==> src/rtl/uart_tx_fifo.sv <==
// uart_tx_fifo: byte queue plus launch controller feeding the UART transmitter.
// Bytes pushed by the host are held in a small circular buffer. They are handed
// to the transmitter one at a time through the trmt/tx_data/tx_done handshake.
module uart_tx_fifo #(
  parameter int DEPTH = 8,
  localparam int AW = $clog2(DEPTH)
) (
  input  logic          clk,
  input  logic          rst_n,
  input  logic          wr_en,
  input  logic [7:0]    wr_data,
  input  logic          flush,
  input  logic          clr_ovf,
  output logic          full,
  output logic          empty,
  output logic [AW:0]   count,
  output logic          overflow,
  output logic          busy,
  output logic          trmt,
  output logic [7:0]    tx_data,
  input  logic          tx_done
);

  localparam logic [1:0] IDLE   = 2'd0;
  localparam logic [1:0] LAUNCH = 2'd1;
  localparam logic [1:0] WAIT   = 2'd2;

  localparam logic [AW:0] DEPTH_C = (AW+1)'(DEPTH);

  logic [7:0]    mem [DEPTH];

  logic [1:0]    state_q, state_d;
  logic [AW-1:0] wr_ptr_q, wr_ptr_d;
  logic [AW-1:0] rd_ptr_q, rd_ptr_d;
  logic [AW:0]   count_q, count_d;
  logic          overflow_q, overflow_d;
  logic          trmt_q, trmt_d;
  logic [7:0]    tx_data_q, tx_data_d;

  logic          full_w;
  logic          empty_w;
  logic          pop;
  logic          push;
  logic          drop;

  assign full_w  = (count_q == DEPTH_C);
  assign empty_w = (count_q == '0);

  // A pop frees a slot in the same cycle, so a push into a full queue is still
  // accepted when the controller is draining the head; flush blocks both.
  assign pop  = (state_q == IDLE) && !empty_w && !flush;
  assign push = wr_en && !flush && (!full_w || pop);
  assign drop = wr_en && !flush && full_w && !pop;

  // Next-state logic for pointers, occupancy, overflow flag and launch FSM.
  always_comb begin
    state_d    = state_q;
    wr_ptr_d   = wr_ptr_q;
    rd_ptr_d   = rd_ptr_q;
    count_d    = count_q;
    overflow_d = overflow_q;
    trmt_d     = trmt_q;
    tx_data_d  = tx_data_q;

    if (flush) begin
      wr_ptr_d = '0;
      rd_ptr_d = '0;
      count_d  = '0;
    end else begin
      if (push) begin
        wr_ptr_d = wr_ptr_q + 1'b1;
      end
      if (pop) begin
        rd_ptr_d = rd_ptr_q + 1'b1;
      end
      if (push && !pop) begin
        count_d = count_q + 1'b1;
      end else if (pop && !push) begin
        count_d = count_q - 1'b1;
      end
    end

    if (drop) begin
      overflow_d = 1'b1;
    end else if (clr_ovf) begin
      overflow_d = 1'b0;
    end

    case (state_q)
      IDLE: begin
        trmt_d = 1'b0;
        if (pop) begin
          tx_data_d = mem[rd_ptr_q];
          trmt_d    = 1'b1;
          state_d   = LAUNCH;
        end
      end
      LAUNCH: begin
        // tx_done may still be high from the previous byte here, so ignore it.
        trmt_d  = 1'b0;
        state_d = WAIT;
      end
      WAIT: begin
        trmt_d = 1'b0;
        if (tx_done) begin
          state_d = IDLE;
        end
      end
      default: begin
        trmt_d  = 1'b0;
        state_d = IDLE;
      end
    endcase
  end

  // Control and status registers, cleared asynchronously by reset.
  always_ff @(posedge clk or negedge rst_n) begin
    if (!rst_n) begin
      state_q    <= IDLE;
      wr_ptr_q   <= '0;
      rd_ptr_q   <= '0;
      count_q    <= '0;
      overflow_q <= 1'b0;
      trmt_q     <= 1'b0;
      tx_data_q  <= 8'h00;
    end else begin
      state_q    <= state_d;
      wr_ptr_q   <= wr_ptr_d;
      rd_ptr_q   <= rd_ptr_d;
      count_q    <= count_d;
      overflow_q <= overflow_d;
      trmt_q     <= trmt_d;
      tx_data_q  <= tx_data_d;
    end
  end

  // Byte storage; contents are only meaningful between the pointers, so no reset.
  always_ff @(posedge clk) begin
    if (push) begin
      mem[wr_ptr_q] <= wr_data;
    end
  end

  assign full     = full_w;
  assign empty    = empty_w;
  assign count    = count_q;
  assign overflow = overflow_q;
  assign busy     = (state_q != IDLE);
  assign trmt     = trmt_q;
  assign tx_data  = tx_data_q;

endmodule
==> config.mk <==
export PLATFORM = sky130hd
export DESIGN_NAME = uart_tx_fifo
export DESIGN_NICKNAME = d
export VERILOG_FILES = /design/src/rtl/uart_tx_fifo.sv
export SDC_FILE = /design/constraint.sdc
export NUM_CORES = 1
export LEC_CHECK = 0
export CORE_ASPECT_RATIO = 1.25
export CORE_MARGIN = 2
export CORE_UTILIZATION = 40
export DETAILED_ROUTE_END_ITERATION = 16
export PLACE_DENSITY_LB_ADDON = 0.15
export SYNTH_ARGS = -nofsm -noshare
export SYNTH_HDL_FRONTEND = slang
export SYNTH_SLANG_ARGS = --single-unit
==> constraint.sdc <==
create_clock -name clk -period 2.4 [get_ports clk]
set_input_delay 0.48 -clock clk [delete_from_list [all_inputs] [get_ports clk]]
set_output_delay 0.48 -clock clk [all_outputs]
set_load 0.05 [all_outputs]
# Word level (Yosys, flattened, before mapping)

Memory sizes are Yosys's and may differ from the RTL's. A register that Yosys moved wholly into a read port is not among the register bits.
Index checks and enable logic that the tools add are counted.
Widths: inputs -> output; s select.

Add/subtract/negate cells: 4
Equal/unequal tests: 5
Multiplexer cells: 16
Reduce and logical (&&, ||, !) cells: 24

Operators by type and width:

| cell                | number |
|---|---|
| $mux 3              | 4 |
| $mux 4              | 3 |
| $logic_and 1x1->1   | 8 |
| $reduce_bool 2->1   | 4 |
| $add 3x1->3 const B | 2 |
| $logic_not 1->1     | 6 |
| $mux 1              | 6 |
| $pmux 2 s3          | 1 |
| $add 4x1->4 const B | 1 |
| $eq 4x4->1 const B  | 1 |
| $logic_not 4->1     | 1 |
| $mux 2              | 2 |
| $ne 2x2->1 const B  | 2 |
| $reduce_and 2->1    | 2 |
| $sub 4x1->4 const B | 1 |
| $reduce_bool 3->1   | 1 |
| $eq 2x1->1 const B  | 1 |
| $eq 2x2->1 const B  | 1 |
| $logic_not 2->1     | 1 |
| $logic_or 1x1->1    | 1 |

Bits in registers: 14
Bits in writable memories: 64
Input bits: 14
Output and inout bits: 17
Logic and storage cells: 56
Memories kept: 1

Memory list:

| name | words | width | read ports | clocked after Yosys merged registers in | wr ports | RTL line | RTL |
|---|---|---|---|---|---|---|---|
| mem  | 8     | 8     | 1          | 1                                       | 1        | 30       | `logic [7:0] mem [DEPTH];` |

# Logic depth before layout (Yosys ltp)

Gate-level depths: netlist of run 1.

Depth after elaboration: 11
Gate-level depth with buffers: 8

# Worst setup path before layout of run 1

Ideal clock, no wire load.

Path type: register -> register
Start: reg count_q[1], in the netlist count[1]
End: reg count_q[0], in the netlist count[0]
Setup time: 0.125 ns
Arrival time: 2.576 ns
Data required time: 2.275 ns
Path slack: -0.301 ns
Stages on the path, launching flop included: 5
Clock period less this slack: 2.701 ns
Cell sequence: dfrtp_1 > nor4_2 > nor3_1 > a31oi_4 > mux2_4

Word-level cells in the longest chain between the ends: 9
Elaborated cells between the ends (all ways): 15

RTL lines:

| element                                              | RTL line | RTL |
|---|---|---|
| start: declaration                                   | 35       | `logic [AW:0] count_q, count_d;` |
| start signal: assignment                             | 130      | `count_q <= count_d;` |
| $logic_not 4->1 *                                    | 47       | `assign empty_w = (count_q == '0);` |
| named net empty                                      | 15       | `output logic empty,` |
| $logic_not 1->1 *                                    | 51       | `assign pop = (state_q == IDLE) && !empty_w && !flush;` |
| $logic_and 1x1->1 * (2 in a row)                     | 51       |  |
| $logic_or 1x1->1                                     | 52       | `assign push = wr_en && !flush && (!full_w \|\| pop);` |
| $logic_and 1x1->1                                    | 52       |  |
| $logic_and 1x1->1 or $logic_not 1->1 (tied branches) | 76, 78   |  |
| $mux 4 or $logic_and 1x1->1 (tied branches)          | 76, 78   |  |
| $mux 4 or $reduce_bool 3->1 (tied branches)          | n/a      |  |

Mark *: on every way through the listed nets, which the timed path passes. The rest lies on a longest branch.
A chain may end at the register's enable or synchronous reset.

# Worst setup path in the final report of run 1

Start: reg count_q[0], in the netlist count[0]
End: out full

Word-level cells in the longest chain between the ends: 1

RTL lines:

| element          | RTL line | RTL |
|---|---|---|
| $eq 4x4->1       | 46       | `assign full_w = (count_q == DEPTH_C);` |
| end: declaration | 14       | `output logic full,` |

Every way passes these cells.

==> results of run 1 <==
## final cells by class
| class | count | share of cell area |
|---|---|---|
| flip-flops and latches | 86 | 0.5601 |
| inverters | 11 | 0.009335 |
| clock buffers | 10 | 0.02885 |
| clock inverters | 6 | 0.01612 |
| multi-input cells | 112 | 0.2373 |
| repair buffers | 56 | 0.1143 |
| well taps | 120 | 0.03395 |
## repair_timing
action                     in CTS  in global routing
pin swaps                       0                  1
resized for setup               1                  2
setup endpoints to repair       1                  2
## worst max-delay path: stages, from the launching register on
cell     delay, ps
dfrtp_2        470
or4b_1         560
buf_4          190
inv_1           90
buf_12         140
## synth_stat cells, drive strengths merged, types with 3 or more instances
cell type  number
edfxtp         64
dfrtp          22
nor2           18
mux4           16
nand2          12
o21ai          12
inv            11
mux2i          11
buf             7
nor3            7
ha              4
nand2b          4
xnor2           4
clkbuf          3
o211ai          3
## cells by family after synthesis
| group | after synthesis | synth area share |
|---|---|---|
| DFF | 86 | 0.6897 |
| xor gates and xnor gates | 5 | 0.01222 |
| muxes | 29 | 0.1396 |
| AOI/OAI and AO/OA | 22 | 0.04154 |
| adders and majority gates | 5 | 0.01955 |
| buffers and inverters | 21 | 0.02618 |
| and+or+nand+nor | 51 | 0.07120 |
## state kept, by name, indices dropped and copies added, names as in the netlist
signal,flops
count,4
mem,64
overflow,1
rd_ptr_q,3
state_q,2
trmt,1
tx_data,8
wr_ptr_q,3
## metal layers
layer | track usage | share of wire | vias to the layer above
met2 | 0.2367 | 0.49 | 44
met4 | 0.06926 | 0.020 | 0
met3 | 0.02778 | 0.033 | 14
met1 | 0.2100 | 0.46 | 1017
met5 | 0 | 0 | -
li1 | - | - | 944
## power groups by stage
stage | clock [uW] | combinational (uW) | sequential, uW
after global routing | 1110 | 1990 | 1910
after global placement | 0 | 1810 | 1920
after detailed placement | 0 | 1820 | 1920
final | 1010 | 1830 | 1880
after CTS | 1050 | 1830 | 1890
after floorplan | 0 | 944 | 2230
## final timing paths
kind                               to  slack, ps  cells past startpoint        from
min in group clk           tx_data[4]        480                      2  tx_data[4]
setup / recovery                 full        110                      4    count[0]
hold reg to reg            tx_data[4]        480                      2  tx_data[4]
max in group asynchronous    count[1]       1670                      2       rst_n
hold / removal               count[3]        480                      2       rst_n
setup reg to reg             count[3]        120                      7    count[0]
## per-stage QoR
| step | cells | instance area [sq um] |
|---|---|---|
| 2_1_floorplan | 219 | 3617 |
| 3_3_place_gp | 385 | 4214 |
| 3_5_place_dp | 385 | 4214 |
| 4_1_cts | 401 | 4413 |
| 5_1_grt | 401 | 4423 |
| 6_report | 401 | 4423 |
==> flow_summary.toml, run 1 <==
[yosys]
synth-seq-area-share = 0.6897
synth_top_area_frac = 0.5361
synth_cells = 219
synth_edf_count = 64
synth_nets = 238
ys_ff_latch = 86
avgSynthCellArea_sq_um = 16.37
synth_area_leaders = "edfxtp_1, dfrtp_1, mux4_2"
synthFlopType = "edfxtp_1"
async_flop_share = 0.2558
yosys.area.top_type = "edfxtp_1"
yosys_warnings = 0
ys_types = 40
netlist_area_sq_um = 3585

[worst_setup_path]
startpoint_type = "flop"
worstPathRequired_ps = 1920
cp-end-kind = "output pin"
arrival_ps = 1810
crit_fanout = 7
critPathKind = "reg2out"

[pwr]
power.share.clock = 0.215
p_int_uw = 3018
total_power_uw = 4723
ir_worst_vdd_uv = 383.0
switching_share = 0.3609
pwr-share-comb = 0.387
power_density_nw_per_um2 = 1068
seqPwrFrac = 0.399
p_leak_uw = 0.001586
p_switching_uw = 1705

[layout]
ff_latch_area_sq_um = 2477
layout-drive-gt1-share = 0.2669
utilization = 0.5083
area_growth_pct = 23.39
fill_cells = 757
layout_common_cells = "edfxtp_1, clkdlybuf4s50_1, buf_4"
nets = 295
multi_input_area_sq_um = 1050
final_common_cell = "edfxtp_1"
n_antenna_cell = 0

[global_routing]
antenna_found_initial = 0
grt_pass1_wl_microns = 10810
grt_usage = 0.1530
grt_overflow_total = 0
first_global_vias = 2042
grt_max_degree = 23

[flow_run]
drv_cap = 0

[clock_network]
cts_tree = "done"
clkTransAtPathRegs_ps = 90
htree_levels = 3
clockBufferDepth = 2
clk_latency_ps = 350
cts_sinks = 86
post_cts_buffers = 0
hold_buffers = 0
cts-root-buf = "clkbuf_8"
cts_buffers = 9

[detailed_routing]
wl_per_cell_microns = 16.88
dr_total_vias = 2019
drt-initial-drc-count = 68
via_per_inst = 5.035
first_pass_iters = 6
drc_errors = 0
antenna_left = 0
drt_wl_total_microns = 6768

[place]
portBuffers = 30
dpl.hpwl_microns = 4661
place_ws_ps = -190.3
place.gp.congestion = 0.8110

[sta]
setup_viol_count_final = 0
fin_tns_setup_ps = 0
tightest_slew_ps = 574.6
finalHoldViolCount = 0
fmax_mhz = 436.2
min_period_over_period = 0.9552
skew_ps = 7.939
layout_setup_ws_ps = 107.4
min_period_ps = 2293
drv_slew = 0
slew_headroom = 0.6169
holdWs_ps = 483.3

[floorplanning]
die_y_microns = 109.8
dieWidth_microns = 88.67
initial_utilization = 0.4120
core_area_sq_um = 8701
fp.dieArea_sq_um = 9740
rows = 38
num_io_pins = 31

[hold_path]
worst_hold_path_type = "in2async"

[outcome]
status = "finished clean"
No activity file was read; power rests on OpenSTA's default activity.
==> run 2, diff against run 1 <==
--- a/config.mk
+++ b/config.mk
@@ -9,6 +9,7 @@
 export CORE_MARGIN = 2
 export CORE_UTILIZATION = 40
 export DETAILED_ROUTE_END_ITERATION = 16
+export GPL_ROUTABILITY_DRIVEN = 1
 export PLACE_DENSITY_LB_ADDON = 0.15
 export SYNTH_ARGS = -nofsm -noshare
 export SYNTH_HDL_FRONTEND = slang
==> results of run 2 <==
Same layout as run 1: the final DEF is identical, and so are final timing and power.
